### src/rtl/regf_wb_arb_pkg.sv
// Shared types and sizes for the register-file write-back arbiter slice.
package regf_wb_arb_pkg;

    localparam int REG_ADDR_W = 5;
    localparam int XLEN       = 32;
    localparam int NUM_REGS   = 32;

    typedef struct packed {
        logic [REG_ADDR_W-1:0] waddr;
        logic [XLEN-1:0]       wdata;
    } wb_req_t;

endpackage

### src/rtl/regf_wb_arb_if.sv
// Write-back bus: requester valid/ready/payload plus the registered register-file write port.
interface regf_wb_arb_if #(
    parameter int NREQ = 3
);
    import regf_wb_arb_pkg::*;

    logic [NREQ-1:0]            req_valid;
    logic [NREQ-1:0]            req_ready;
    logic [REG_ADDR_W*NREQ-1:0] req_waddr;
    logic [XLEN*NREQ-1:0]       req_wdata;
    logic                       regf_we;
    logic [REG_ADDR_W-1:0]      regf_waddr;
    logic [XLEN-1:0]            regf_wdata;

    modport master (
        output req_valid, req_waddr, req_wdata,
        input  req_ready, regf_we, regf_waddr, regf_wdata
    );

    modport slave (
        input  req_valid, req_waddr, req_wdata,
        output req_ready, regf_we, regf_waddr, regf_wdata
    );

endinterface

### src/rtl/regf_wb_arb_rr_arbiter.sv
// Generic N-way round-robin arbiter: one-hot grant among requests, search starts at rr.
module rr_arbiter #(
    parameter int N = 3
) (
    input  logic         clk,
    input  logic         rst_n,
    input  logic [N-1:0] req,
    output logic [N-1:0] gnt
);

    localparam int PW = (N > 1) ? $clog2(N) : 1;

    logic [PW-1:0] rr;
    logic [PW-1:0] rr_next;
    logic          found;
    int            idx;

    // Grants are suppressed during reset so no requester sees a handshake.
    always_comb begin
        gnt     = '0;
        rr_next = rr;
        found   = 1'b0;
        idx     = 0;
        if (rst_n) begin
            for (int k = 0; k < N; k++) begin
                idx = int'(rr) + k;
                if (idx >= N) idx = idx - N;
                if (!found && req[idx]) begin
                    found    = 1'b1;
                    gnt[idx] = 1'b1;
                    rr_next  = (idx == N - 1) ? '0 : PW'(idx + 1);
                end
            end
        end
    end

    always_ff @(posedge clk or negedge rst_n) begin
        if (!rst_n) rr <= '0;
        else        rr <= rr_next;
    end

endmodule

### src/rtl/regf_wb_arb.sv
// Write-back arbiter and RAW scoreboard for the 32x32 register file.
// Scoreboard is built only when REGF_WB_SCOREBOARD_EN is defined.
module regf_wb_arb
    import regf_wb_arb_pkg::*;
#(
    parameter int NREQ = 3
) (
    input  logic                  clk,
    input  logic                  rst_n,
    regf_wb_arb_if.slave          wb,
    input  logic                  iss_valid,
    input  logic [REG_ADDR_W-1:0] iss_rd,
    input  logic [REG_ADDR_W-1:0] chk_raddr0,
    input  logic [REG_ADDR_W-1:0] chk_raddr1,
    output logic                  chk_busy0,
    output logic                  chk_busy1
);

    logic [NREQ-1:0] gnt;
    wb_req_t         win;

    rr_arbiter #(.N(NREQ)) u_arb (
        .clk   (clk),
        .rst_n (rst_n),
        .req   (wb.req_valid),
        .gnt   (gnt)
    );

    assign wb.req_ready = gnt;

    always_comb begin
        win = '0;
        for (int i = 0; i < NREQ; i++) begin
            if (gnt[i]) begin
                win.waddr = wb.req_waddr[REG_ADDR_W*i +: REG_ADDR_W];
                win.wdata = wb.req_wdata[XLEN*i +: XLEN];
            end
        end
    end

    // Writes to x0 are accepted from the requester but never reach the register file.
    always_ff @(posedge clk or negedge rst_n) begin
        if (!rst_n) begin
            wb.regf_we    <= 1'b0;
            wb.regf_waddr <= '0;
            wb.regf_wdata <= '0;
        end else if (|gnt) begin
            wb.regf_we    <= (win.waddr != '0);
            wb.regf_waddr <= win.waddr;
            wb.regf_wdata <= win.wdata;
        end else begin
            wb.regf_we    <= 1'b0;
        end
    end

`ifdef REGF_WB_SCOREBOARD_EN
    logic [NUM_REGS-1:0] busy;
    logic [NUM_REGS-1:0] busy_next;

    // Bit 0 is never set, so x0 always reads as free; set is applied after clear so it wins.
    always_comb begin
        busy_next = busy;
        if (wb.regf_we) busy_next[wb.regf_waddr] = 1'b0;
        if (iss_valid && (iss_rd != '0)) busy_next[iss_rd] = 1'b1;
    end

    always_ff @(posedge clk or negedge rst_n) begin
        if (!rst_n) busy <= '0;
        else        busy <= busy_next;
    end

    assign chk_busy0 = busy[chk_raddr0];
    assign chk_busy1 = busy[chk_raddr1];
`else
    logic unused_sb;
    assign unused_sb = ^{iss_valid, iss_rd, chk_raddr0, chk_raddr1};
    assign chk_busy0 = 1'b0;
    assign chk_busy1 = 1'b0;
`endif

endmodule
### src/flat_wrapper.sv
// flat-port wrapper written by rule: the top's interface ports become plain ports
module regf_wb_arb_flat import regf_wb_arb_pkg::*;
#(
    parameter int NREQ = 3
)
  (clk, rst_n, iss_valid, iss_rd, chk_raddr0, chk_raddr1, chk_busy0, chk_busy1, wb_req_valid, wb_req_waddr, wb_req_wdata, wb_req_ready, wb_regf_we, wb_regf_waddr, wb_regf_wdata);
  regf_wb_arb_if #(.NREQ(NREQ)) wb_i ();
  input  logic clk;
  input  logic rst_n;
  input  logic iss_valid;
  input  logic [REG_ADDR_W-1:0] iss_rd;
  input  logic [REG_ADDR_W-1:0] chk_raddr0;
  input  logic [REG_ADDR_W-1:0] chk_raddr1;
  output logic chk_busy0;
  output logic chk_busy1;
  input wire logic [$bits(wb_i.req_valid)-1:0] wb_req_valid;
  input wire logic [$bits(wb_i.req_waddr)-1:0] wb_req_waddr;
  input wire logic [$bits(wb_i.req_wdata)-1:0] wb_req_wdata;
  output wire logic [$bits(wb_i.req_ready)-1:0] wb_req_ready;
  output wire logic [$bits(wb_i.regf_we)-1:0] wb_regf_we;
  output wire logic [$bits(wb_i.regf_waddr)-1:0] wb_regf_waddr;
  output wire logic [$bits(wb_i.regf_wdata)-1:0] wb_regf_wdata;
  assign wb_i.req_valid = wb_req_valid;
  assign wb_i.req_waddr = wb_req_waddr;
  assign wb_i.req_wdata = wb_req_wdata;
  assign wb_req_ready = wb_i.req_ready;
  assign wb_regf_we = wb_i.regf_we;
  assign wb_regf_waddr = wb_i.regf_waddr;
  assign wb_regf_wdata = wb_i.regf_wdata;
  regf_wb_arb #(.NREQ(NREQ)) u_core (.clk(clk), .rst_n(rst_n), .wb(wb_i), .iss_valid(iss_valid), .iss_rd(iss_rd), .chk_raddr0(chk_raddr0), .chk_raddr1(chk_raddr1), .chk_busy0(chk_busy0), .chk_busy1(chk_busy1));
endmodule
### config.mk
export PLATFORM = sky130hd
export DESIGN_NAME = regf_wb_arb_flat
export DESIGN_NICKNAME = d
export VERILOG_FILES = /design/src/rtl/regf_wb_arb_pkg.sv /design/src/rtl/regf_wb_arb_if.sv /design/src/rtl/regf_wb_arb_rr_arbiter.sv /design/src/rtl/regf_wb_arb.sv /design/src/flat_wrapper.sv
export SDC_FILE = /design/constraint.sdc
export NUM_CORES = 1
export LEC_CHECK = 0
export ABC_AREA = 1
export CORE_MARGIN = 5
export CORE_UTILIZATION = 34
export CTS_BUF_LIST = sky130_fd_sc_hd__clkbuf_8
export DETAILED_ROUTE_END_ITERATION = 10
export PLACE_DENSITY = 0.88
export SYNTH_ARGS = -nofsm -noshare
export SYNTH_HDL_FRONTEND = slang
export SYNTH_SLANG_ARGS = --single-unit
### constraint.sdc
create_clock -name clk -period 2.4 [get_ports clk]
set_input_delay 0.6 -clock clk [delete_from_list [all_inputs] [get_ports clk]]
set_output_delay 0.6 -clock clk [all_outputs]
set_load 0.02 [all_outputs]
== Word level (Yosys, flattened, before mapping) ==
Cells that the tools add are included.
Operators by class
  bitwise logic cells: 2
  $add $sub $neg: 8
  $mul: 0
  $lt $le $gt $ge: 9
  reductions and logical operators: 11
  shift operators: 0
  mux-type cells: 41
  equality and inequality tests: 3
  divide/modulo/power cells: 0
Operator list (count)
  $mux 32: 6
  $mux 37: 3
  $eq 32x3->1 const B: 3
  $ge 32x1->1 const B: 3
  $lt 32x4->1 const B: 3
  $mux 3: 6
  $mux 1: 14
  $mux 2: 6
  $sub 3x2->4 const B: 2
  $add 2x2->2 const B: 3
  $bmux 1 s2: 3
  $demux 1 s2: 3
  $ge 3x2->1 const B: 2
  $or 3x3->3: 2
  $logic_and 1x1->1: 5
  $reduce_bool 5->1: 1
  $add 2x1->3 const B: 1
  $add 2x2->3 const B: 1
  $reduce_bool 3->1: 1
  $reduce_or 3->1: 1
  $sub 2x2->3 const B: 1
  $ge 2x2->1 const B: 1
  $logic_not 1->1: 2
  $reduce_and 2->1: 1
Word-level totals
  memory bits (read-only): 0
  bits in latches: 0
  output and inout bits: 43
  memory bits (writable): 0
  memories: 0
  register bits after elaboration: 40

== Depth between registers and ports, before layout ==
  word-level depth: 21
  depth in mapped cells: 19
  depth with buffers taken out: 18

== Cells and area by module ==
From an unflattened synthesis, not the netlist that was laid out.
Second synthesis, totals
  cells, all modules: 363
  area, all modules: 2576.2 µm²
By module, submodules not included
  regf_wb_arb: times used 1, area an instance 2173.3 µm², seq. area each 950.9 µm², cells each 293
  rr_arbiter: times used 1, area an instance 402.9 µm², seq. area each 50.0 µm², cells each 70

== Worst setup path after synthesis ==
No wires, ideal clock.
  kind: register -> output
  start: register u_core.u_arb.rr[0]
  end: output wb_req_ready[2]
  buffers on the path: 1
  slack: 12 ps
  arrival: 1788 ps
  stages on the path, launching flop included: 13
  cell sequence: dfrtp_1 -> inv_1 -> ha_1 -> inv_2 -> nand2_1 -> nand3_1 -> nand2_2 -> nor2_4 -> nand3_1 -> nand2_1 -> nand2_2 -> inv_1 -> buf_2
On the way
  word-level cells in the longest chain between the ends: 16
Ends and longest elaborated chain
  from (decl): line regf_wb_arb_rr_arbiter.sv:13  | logic [PW-1:0] rr;
  from (signal assigned): line regf_wb_arb_rr_arbiter.sv:39  | else rr <= rr_next;
  branches (longest 14 deep; another with $ge 32x1->1)
  $mux 3 (*): line regf_wb_arb_rr_arbiter.sv:28  | if (!found && req[idx]) begin
  $mux 3 (*): line regf_wb_arb_rr_arbiter.sv:24  | if (rst_n) begin
  to (decl): line flat_wrapper.sv:19  | output wire logic [$bits(wb_i.req_ready)-1:0] wb_req_ready;
Every way passes the cells marked *. The select of a mux whose other input is x is not followed.

== Worst setup path in the final report ==
  start: register u_core.u_arb.rr[0]
  end: output wb_req_ready[1]
The elaborated chain is that of the path after synthesis.

==> flow_summary.json <==
{
  "status": "finished, violations left",
  "failed_checks": "negative setup slack",
  "antenna_cells": 0,
  "htree_num_levels": 2,
  "drc_errors": 0,
  "routed_wire_per_std_cell_um": 14.3,
  "leakage_nw": 2.31,
  "worst_stage_delay_on_the_critical_path_ns": 0.41,
  "worstSetupPathType": "flip-flop to primary output",
  "achievable-frequency_mhz": 398,
  "drt.antenna.violating_nets": 0,
  "timing.final.max_slew_violations": 0,
  "ctsRootBufferMaster": "sky130_fd_sc_hd__clkbuf_8",
  "synth.largest_area_cell": "sky130_fd_sc_hd__dfrtp_1",
  "largest_net_degree_at_the_start_of_global_routing": 44,
  "grt_setup_unrepaired": "true",
  "die_w_um": 98.5,
  "worst_clock_skew_ns": 0.00231,
  "final_cell_mix": "sky130_fd_sc_hd__nand2_1, sky130_fd_sc_hd__clkdlybuf4s50_1, sky130_fd_sc_hd__nand3_1",
  "critical_path_startpoint_category": "flip-flop",
  "chipHeight_um": 98.5,
  "avgSynthCellArea_um2": 6.59,
  "floorplan_die_area_um2": 9710,
  "placed_cells_incl_taps": 665,
  "drive_gt1_share_pct": 14.0,
  "synth-seq-cells": 40,
  "crit_path_frequent_cell": "sky130_fd_sc_hd__nand2_4",
  "instances_no_fill": 680,
  "antenna_violations_before_repair": 0,
  "via_total_after_detailed_routing": 3214,
  "synthDistinctLibCells": 26,
  "clk_pin_slew_worst_paths_ns": 0.07,
  "yosys_warnings": 0,
  "final-setup-viol-count": 3,
  "syn-cell-area_um2": 2660,
  "final.setup.worst_slack_ns": -0.112,
  "std_cell_rows": 32,
  "vias_per_cell": 4.73,
  "power-per-cell-area_nw_per_um2": 1340,
  "worst_slack_on_hold_paths_ns": 0.414,
  "critical_path_arrival_ns": 1.91,
  "cts_buffers": 5,
  "layout_worst_path_cycle_share_pct": 105,
  "power.ir.vdd_worst_mv": 0.842,
  "timing.critical_path.to_type": "primary output",
  "vias_in_the_first_global_route": 3412,
  "first_pass_iters": 4,
  "syn_to_final_growth_pct": 77.7,
  "layout_commonest_cell": "sky130_fd_sc_hd__nand2_1",
  "clk_latency_ns": 0.28,
  "groute.usage.overall_pct": 19.2,
  "grt.overflow.total": 0,
  "timing.hold.worst.class": "input port to async pin",
  "tritoncts_clock_tree": "built",
  "crit_path_max_fanout": 5,
  "cts_num_sinks": 40,
  "fin_nets": 714,
  "seq_area_frac_synth_pct": 37.6,
  "finalWeightedCongestion": 0.876,
  "synth_cells": 404,
  "final.min_clock_period_ns": 2.51,
  "first_pass_grt_wire_length_um": 15500,
  "worst_ep_required_time_ns": 1.80,
  "drv_cap": 0,
  "critical-path-slowest-cell": "sky130_fd_sc_hd__dfrtp_1",
  "ioPinCount": 175,
  "start_util_pct": 34.7,
  "fp.coreArea_um2": 7690,
  "chain_of_cells_forming_the_critical_path": "buf_4 -> ha_4 -> buf_4 -> nand3_2 -> nand2_4 -> nor2_4 -> nand3_2 -> nand2_4 -> nand2_4 -> clkinv_4 -> buf_6",
  "path_buf_inv": 4,
  "drtIter0Drc": 80,
  "final-hold-violation-count": 0,
  "hpwl_um": 7390,
  "category_of_cells_accounting_for_the_largest_share_of_critical_path_delay": "simple AND/OR/NAND/NOR gates",
  "clockBufferDepth": 2,
  "place.port_buffers": 156,
  "dp_worst_setup_slack_ns": -0.784,
  "synth_top_area_share_pct": 37.6,
  "routed_wirelength_um": 9700,
  "final_core_utilization_pct": 61.6,
  "synth.top_cells.by_area": "sky130_fd_sc_hd__dfrtp_1, sky130_fd_sc_hd__nand2_1, sky130_fd_sc_hd__nand3_1"
}
[cells in the mapped netlist, drive strengths merged]
cell	count
nand2	239
nand3	50
dfrtp	40
inv	23
buf	19
nor2	11
o21ai	5
ha	4
or2	4
a21oi	2
nand4	2
a21boi	1
a31oi	1
clkinv	1
conb	1
nor3	1
[per-layer routing]
layer  global-route usage (%)  share of wire [%]  routed length, um  vias up
met5                        0                  0                  0        -
met4                     5.99                2.4                228        0
met3                     5.87                7.4                715       24
met2                     34.7                 51               4970      144
met1                     21.4                 39               3780     1463
li1                         -                  -                  -     1583
[sequential cells by signal, summed over array words and instances, names as in the netlist]
register,cells
u_core.wb.regf_we,1
u_core.wb.regf_waddr,5
u_core.wb.regf_wdata,32
u_core.u_arb.rr,2
[cell families after synthesis]
kind of cell / after synthesis / synth area share (%)
and+or+nand+nor: 307 / 49.2
buffers and inverters: 43 / 9.25
DFF: 40 / 37.6
AOI/OAI and AO/OA: 9 / 1.97
adders and majority gates: 4 / 1.88
other: 1 / 0.141
[what timing repair did]
action                                  4_1_cts  5_1_grt
endpoints found under the setup margin       41       41
pin swaps                                     7       10
hold buffers                                  0        0
gates cloned                                  0        2
resized for setup                            42       16
setup buffers                                 4        2
[final cells by class]
type	instances	area (um^2)
Fill cell	666	2950
Timing Repair Buffer	185	1890
Multi-Input combinational cell	322	1530
Sequential cell	40	1000
Tap cell	102	128
Inverter	24	103
Clock buffer	5	68.8
Clock inverter	2	8.76
[path summary, 6_finish.rpt]
path / start / depth (start not counted) / endpoint / slack (ns)
setup / recovery: u_core.u_arb.rr[0] / 11 / wb_req_ready[1] / -0.11
hold / removal: rst_n / 2 / u_core.u_arb.rr[1] / 0.41
setup reg to reg: u_core.u_arb.rr[0] / 16 / u_core.wb.regf_we / 0.03
hold reg to reg: u_core.wb.regf_waddr[4] / 2 / u_core.wb.regf_waddr[4] / 0.49
max in group asynchronous: rst_n / 2 / u_core.wb.regf_wdata[11] / 1.61
min in group clk: u_core.wb.regf_waddr[4] / 2 / u_core.wb.regf_waddr[4] / 0.49
[worst register-to-register path, stage by stage (launching register included)]
cell                      delay [ns]
sky130_fd_sc_hd__dfrtp_1        0.41
sky130_fd_sc_hd__buf_4          0.16
sky130_fd_sc_hd__ha_4           0.18
sky130_fd_sc_hd__buf_4          0.14
sky130_fd_sc_hd__nand3_2        0.09
sky130_fd_sc_hd__nand2_4        0.09
sky130_fd_sc_hd__nor2_4         0.15
sky130_fd_sc_hd__nand3_2        0.09
sky130_fd_sc_hd__nand2_2        0.08
sky130_fd_sc_hd__nand2_2        0.07
sky130_fd_sc_hd__buf_4          0.17
sky130_fd_sc_hd__buf_12         0.14
sky130_fd_sc_hd__or2_2          0.28
sky130_fd_sc_hd__nand2_2        0.08
sky130_fd_sc_hd__nand2_1        0.05
sky130_fd_sc_hd__inv_1          0.06
sky130_fd_sc_hd__nand2_1        0.05
[per-stage QoR]
step	power (mW)	setup TNS [ns]	area, um^2
global route	6.88	-1.55	4730
finish	6.36	-0.322	4730
CTS	6.15	-0.307	4610
global placement	5.26	-14.62	4410
floorplan	3.73	0	2670
detailed placement	5.43	-17.11	4410
[power by group]
group | switching [mW] | total [mW] | internal (mW)
Clock | 0.222 | 0.415 | 0.194
Combinational | 2.59 | 4.71 | 2.12
Sequential | 0.196 | 1.23 | 1.04
Total | 3.01 | 6.36 | 3.36
Note: power is estimated with default switching activity, not from simulation.
==> patch 1: new RTL, same settings <==
`XLEN`: 32 -> 36.
--- a/src/rtl/regf_wb_arb_pkg.sv
+++ b/src/rtl/regf_wb_arb_pkg.sv
@@ -2,7 +2,7 @@
 package regf_wb_arb_pkg;
 
     localparam int REG_ADDR_W = 5;
-    localparam int XLEN       = 32;
+    localparam int XLEN       = 36;
     localparam int NUM_REGS   = 32;
 
     typedef struct packed {
Interface: changed (resized wb_regf_wdata and wb_req_wdata); port bits go from 175 to 191. No check against the original RTL was run, so the function may have changed too.
==> patch 1 against the original RTL <==
The run still ends with setup timing left. Sequential power increased by 11%. Synthesized area is 8.3% higher. Critical path type is now flop to flop. Global-route usage rose by 1.1 points. Combinational power grew 24%. Power increased by 21%. Wire length up 16%. Via count up 13%. Worst setup slack worse by 0.044 ns. Final area rose by 11%. Sequential cell count rose by 4. Largest cell class unchanged.
==> patch 1: results (changes against the original RTL) <==
| Metric | Value |
|---|---|
| GRT Total Usage | `20.2% (was 19.2%)` |
| Failing checks | `setup timing (unchanged)` |
| Post-layout nets | `778 (was 714)` |
| Most frequent cells after synthesis | `244 x nand2_1, 50 x nand3_1, 44 x dfrtp_1 (was 233 x nand2_1, 45 x nand3_1, 40 x dfrtp_1)` |
| Regs by FF count | `u_core.wb.regf_wdata x36, u_core.wb.regf_waddr x5, u_core.u_arb.rr x2 (was u_core.wb.regf_wdata x32, u_core.wb.regf_waddr x5, u_core.u_arb.rr x2)` |
| Met1 Usage GRT | `22.4% (was 21.4%)` |
| Synth warnings | `0 (unchanged)` |
| Final setup margin | `-0.156 ns (was -0.112 ns)` |
| Area after DPL | `4800 µm² (was 4410 µm²)` |
| Final setup fails | `26 (was 3)` |
| Met3 usage | `4.98% (was 5.87%)` |
| Vias in the first global route | `3,651 (was 3,412)` |
| Pin count of the biggest net entering global routing | `43 (was 44)` |
| Area contributors post-synth | `dfrtp_1 38%, nand2_1 32%, nand3_1 8.7% (was dfrtp_1 38%, nand2_1 33%, nand3_1 8.5%)` |
| Outcome | `finished, violations left (unchanged)` |
| Final wirelength | `11,300 µm (was 9700 µm)` |
| Pleak | `2.47 nW (was 2.31 nW)` |
| Count of cell types in the netlist | `27 (was 26)` |
| Clock skew | `0.00646 ns (was 0.00231 ns)` |
| Pint | `3.95 mW (was 3.36 mW)` |
| Seq/Total Area, Yosys | `38.2% (was 37.6%)` |
| Final Wtd Congestion | `0.948 (was 0.876)` |
| Number of CTS-inserted buffers | `5 (unchanged)` |
| Hold Path Class | `input port to async pin (unchanged)` |
| Diodes inserted | `0 (unchanged)` |
| DR vias | `3,627 (was 3,214)` |
| GR Util met2 | `36.7% (was 34.7%)` |
| Hold Slack | `0.468 ns (was 0.414 ns)` |
| Max VDD drop | `0.860 mV (was 0.842 mV)` |
| Number of antenna violations at the first check in global routing | `0 (unchanged)` |
| Reg clk slew, reported paths | `0.08 ns` |
| Fillers | `689 (was 666)` |
| Worst path arrival time | `2.70 ns (was 1.91 ns)` |
| TritonRoute pass-1 iters | `4 (unchanged)` |
| Layout cells sized above 1 | `16.7% (was 14.0%)` |
| I/O Buffers | `172 (was 156)` |
| Dominant synthesized flop cell | `dfrtp_1 (unchanged)` |
| DP Wirelength | `7990 µm (was 7390 µm)` |
| Worst Max-Slew Pin Slew | `0.554 ns` |
| R2R depth | `15 (was 16)` |
| First-pass GRT wire length | `16,800 µm (was 15,500 µm)` |
| Iter 0 DRT Violations | `143 (was 80)` |
| Dpl ws | `-0.650 ns (was -0.784 ns)` |
| Root Buffer | `clkbuf_8 (unchanged)` |
patch 1: cell count changes in the layout (fill, tap and decap cells not counted), sizes merged, moves of 3 or more:
cell,before,now
buf,31,42
or2,4,0
inv,24,16
nand3b,0,4
a21oi,2,6
nand2,239,253
clkdlybuf4s50,149,165
dfrtp,40,44
nor2,11,21
nand3,50,53
patch 1: path summary, 6_finish.rpt:
check                                         start                  endpoint
setup / recovery                 u_core.u_arb.rr[0]        u_core.u_arb.rr[1]
hold / removal                                rst_n        u_core.u_arb.rr[0]
setup reg to reg                 u_core.u_arb.rr[0]        u_core.u_arb.rr[1]
hold reg to reg            u_core.wb.regf_wdata[16]  u_core.wb.regf_wdata[16]
max in group asynchronous                     rst_n   u_core.wb.regf_wdata[0]
min in group clk           u_core.wb.regf_wdata[16]  u_core.wb.regf_wdata[16]
patch 1: cell type report:
class	count	area, µm²	area share, %
clock buffer	7	96.3	1.84
timing repair buffer	210	2070	39.6
sequential	44	1100	21.1
multi-input combinational	353	1750	33.5
inverter	16	77.6	1.48
tap	105	131	2.51
patch 1: per-layer routing:
layer,wire length (µm),vias to the layer above
met2,5590,182
met1,4260,1664
met3,1060,39
li1,-,1742
met4,349,0
met5,0,-
patch 1: power groups by stage:
stage	clock, mW	sequential (mW)	combinational, mW
after CTS	0.516	1.36	5.40
final	0.494	1.37	5.84
after floorplan	0	1.76	2.73
after detailed placement	0	1.36	5.05
after global placement	0	1.35	4.86
after global routing	0.541	1.41	6.41
patch 1: worst max-delay path, cell delays in order (launching register included):
cell and delay (ns):
dfrtp_1 0.41, inv_2 0.10, ha_4 0.24, inv_6 0.09
nand3_1 0.14, nand2_2 0.17, nand3_4 0.10, buf_4 0.14
buf_4 0.12, buf_4 0.12, buf_4 0.12, buf_4 0.13
buf_4 0.13, buf_4 0.12, a211oi_2 0.18, a21oi_1 0.08
patch 1: what timing repair did:
item | 4_1_cts | 5_1_grt
cloned | 1 | 0
resized for setup | 50 | 31
pin swaps | 14 | 16
setup endpoints to repair | 45 | 46
setup buffers | 11 | 3
patch 1: cell families (layout without fill, tap and decap cells):
group	Yosys count	in the layout	synth area share (%)
flops	44	44	38.2
compound gates	13	13	2.60
simple gates	333	334	49.4
fa+ha+maj	4	4	1.73
buf+inv	38	233	7.98
other cells	1	2	0.130
patch 1: per-stage QoR:
| step | utilization (%) | TNS, ns | instances | power [mW] |
|---|---|---|---|---|
| floorplan | - | 0 | 434 | 4.49 |
| global route | 63.4 | -10.21 | 735 | 8.36 |
| finish | 63.4 | -0.765 | 735 | 7.71 |
| CTS | 61.6 | -0.160 | 732 | 7.28 |
| detailed placement | 58.1 | -20.55 | 713 | 6.41 |
| global placement | 58.1 | -17.43 | 713 | 6.21 |
==> patch 2: new RTL, same settings <==
Without the edit above. The option `REGF_WB_SCOREBOARD_EN` is turned on by a define.
--- a/src/rtl/regf_wb_arb.sv
+++ b/src/rtl/regf_wb_arb.sv
@@ -1,5 +1,7 @@
 // Write-back arbiter and RAW scoreboard for the 32x32 register file.
 // Scoreboard is built only when REGF_WB_SCOREBOARD_EN is defined.
+`define REGF_WB_SCOREBOARD_EN
+
 module regf_wb_arb
     import regf_wb_arb_pkg::*;
 #(
Behaviour: not the same (a bounded check fails within 4 cycles, from zero or initial values and one cycle with rst_n low).
==> patch 2 against the original RTL <==
The flow still finishes with violations (setup timing). Final cell count is 54% higher. Synthesized cell count grew 59%. Combinational power up 23%. Critical endpoint is now wb_req_ready[2]. Count of clock-buffer cells in the layout increased by 4. Synthesized area increased by 67%. Sequential cell count is 32 higher. Power rose by 47%. Wire length grew 76%. Maximum frequency down 5.4%. Worst setup slack got worse by 0.14 ns. Final area is 54% higher. Clock skew is 0.0050 ns higher. Hold slack got worse by 0.10 ns.
==> patch 2: results (changes against the original RTL) <==
| Metric | Value |
|---|---|
| CTS HTree Levels | `3 (was 2)` |
| Seq/Total Area, Yosys | `40.5% (was 37.6%)` |
| Mapped Cells | `642 (was 404)` |
| Clock latency on the worst-skew pair | `0.34 ns (was 0.28 ns)` |
| Worst reg2reg setup slack | `-0.03 ns (was 0.03 ns)` |
| Finished Layout Cells | `1,047 (was 680)` |
| Regs by FF count | `u_core.busy x32, u_core.wb.regf_wdata x32, u_core.wb.regf_waddr x5 (was u_core.wb.regf_wdata x32, u_core.wb.regf_waddr x5, u_core.u_arb.rr x2)` |
| Critical Path Source | `u_core.u_arb.rr[1] (was u_core.u_arb.rr[0])` |
| Area contributors post-synth | `dfrtp_1 40%, nand2_1 19%, o21ai_0 12% (was dfrtp_1 38%, nand2_1 33%, nand3_1 8.5%)` |
| Dpl ws | `-0.856 ns (was -0.784 ns)` |
| Iter 0 DRT Violations | `374 (was 80)` |
| Final Wtd Congestion | `0.966 (was 0.876)` |
| Area after DPL | `6690 µm² (was 4410 µm²)` |
| Setup TNS | `-0.748 ns (was -0.322 ns)` |
| Synth Area in Compound Gates | `16.1% (was 1.97%)` |
| Max incr delay on CP | `0.47 ns (was 0.41 ns)` |
| Dominant synthesized flop cell | `dfrtp_1 (unchanged)` |
| Pleak | `3.33 nW (was 2.31 nW)` |
| Count of cell types in the netlist | `29 (was 26)` |
| Most frequent cells after synthesis | `229 x nand2_1, 104 x o21ai_0, 72 x dfrtp_1 (was 233 x nand2_1, 45 x nand3_1, 40 x dfrtp_1)` |
| Final setup fails | `4 (was 3)` |
| DP Wirelength | `13,100 µm (was 7390 µm)` |
| Clock skew | `0.00729 ns (was 0.00231 ns)` |
| I/O Buffers | `174 (was 156)` |
| Post-CTS Setup Bufs | `6 (was 4)` |
| Max VDD drop | `0.722 mV (was 0.842 mV)` |
| Worst path arrival time | `2.06 ns (was 1.91 ns)` |
| Pint | `5.08 mW (was 3.36 mW)` |
| GRT overflow | `0 (unchanged)` |
| Routed length per instance | `16.3 µm (was 14.3 µm)` |
| Pin count of the biggest net entering global routing | `83 (was 44)` |
| Number of CTS-inserted buffers | `9 (was 5)` |
| Placed Cells | `1,015 (was 665)` |
| Final setup margin | `-0.256 ns (was -0.112 ns)` |
| Failing checks | `setup timing (unchanged)` |
| TritonRoute pass-1 iters | `5 (was 4)` |
| Setup crit end | `wb_req_ready[2] (was wb_req_ready[1])` |
| Fillers | `1,188 (was 666)` |
| First-pass GRT wire length | `25,800 µm (was 15,500 µm)` |
| Hold Slack | `0.312 ns (was 0.414 ns)` |
| Layout cells sized above 1 | `17.8% (was 14.0%)` |
| DR vias | `5,311 (was 3,214)` |
| Outcome | `finished, violations left (unchanged)` |
-- patch 2: cell types whose count changed in the layout (fill, tap and decap cells not counted), sizes merged, moves of 3 or more --
| cell | unedited run | this run |
|---|---|---|
| a21oi | 2 | 5 |
| a31oi | 1 | 4 |
| buf | 31 | 75 |
| clkbuf | 7 | 10 |
| clkdlybuf4s50 | 149 | 157 |
| dfrtp | 40 | 72 |
| inv | 24 | 42 |
| nand2 | 239 | 236 |
| nand3 | 50 | 74 |
| nor2 | 11 | 52 |
| o21ai | 5 | 105 |
| o221ai | 0 | 8 |
| o22ai | 0 | 7 |
-- patch 2: per-layer routing --
metal / part of all wire, % / track usage [%] / vias to the layer above
met2: 51 / 37.0 / 281
met5: 0 / 0 / -
met3: 9.5 / 5.57 / 38
met4: 2.9 / 8.06 / 0
met1: 37 / 22.7 / 2408
li1: - / - / 2584
-- patch 2: power by group through the flow --
| stage | Sequential (mW) | Combinational (mW) | Clock (mW) |
|---|---|---|---|
| after detailed placement | 2.42 | 5.02 | 0 |
| after floorplan | 2.54 | 2.63 | 0 |
| after global routing | 2.50 | 6.32 | 1.15 |
| after CTS | 2.42 | 5.30 | 1.11 |
| after global placement | 2.40 | 4.90 | 0 |
| final | 2.45 | 5.81 | 1.09 |
-- patch 2: final cells by class --
class	instances	area [µm²]	area share [%]
Clock buffer	9	124	1.70
Timing Repair Buffer	240	2350	32.2
Sequential cell	72	1800	24.8
Multi-Input combinational cell	506	2510	34.5
Inverter	41	176	2.42
Clock inverter	7	103	1.41
Tap cell	172	215	2.95
-- patch 2: kinds of logic (layout without fill, tap and decap cells) --
kind of cell    Yosys count  in the layout
buf+inv                  64            297
simple gates            370            370
flops                    72             72
compound gates          132            132
fa+ha+maj                 4              4
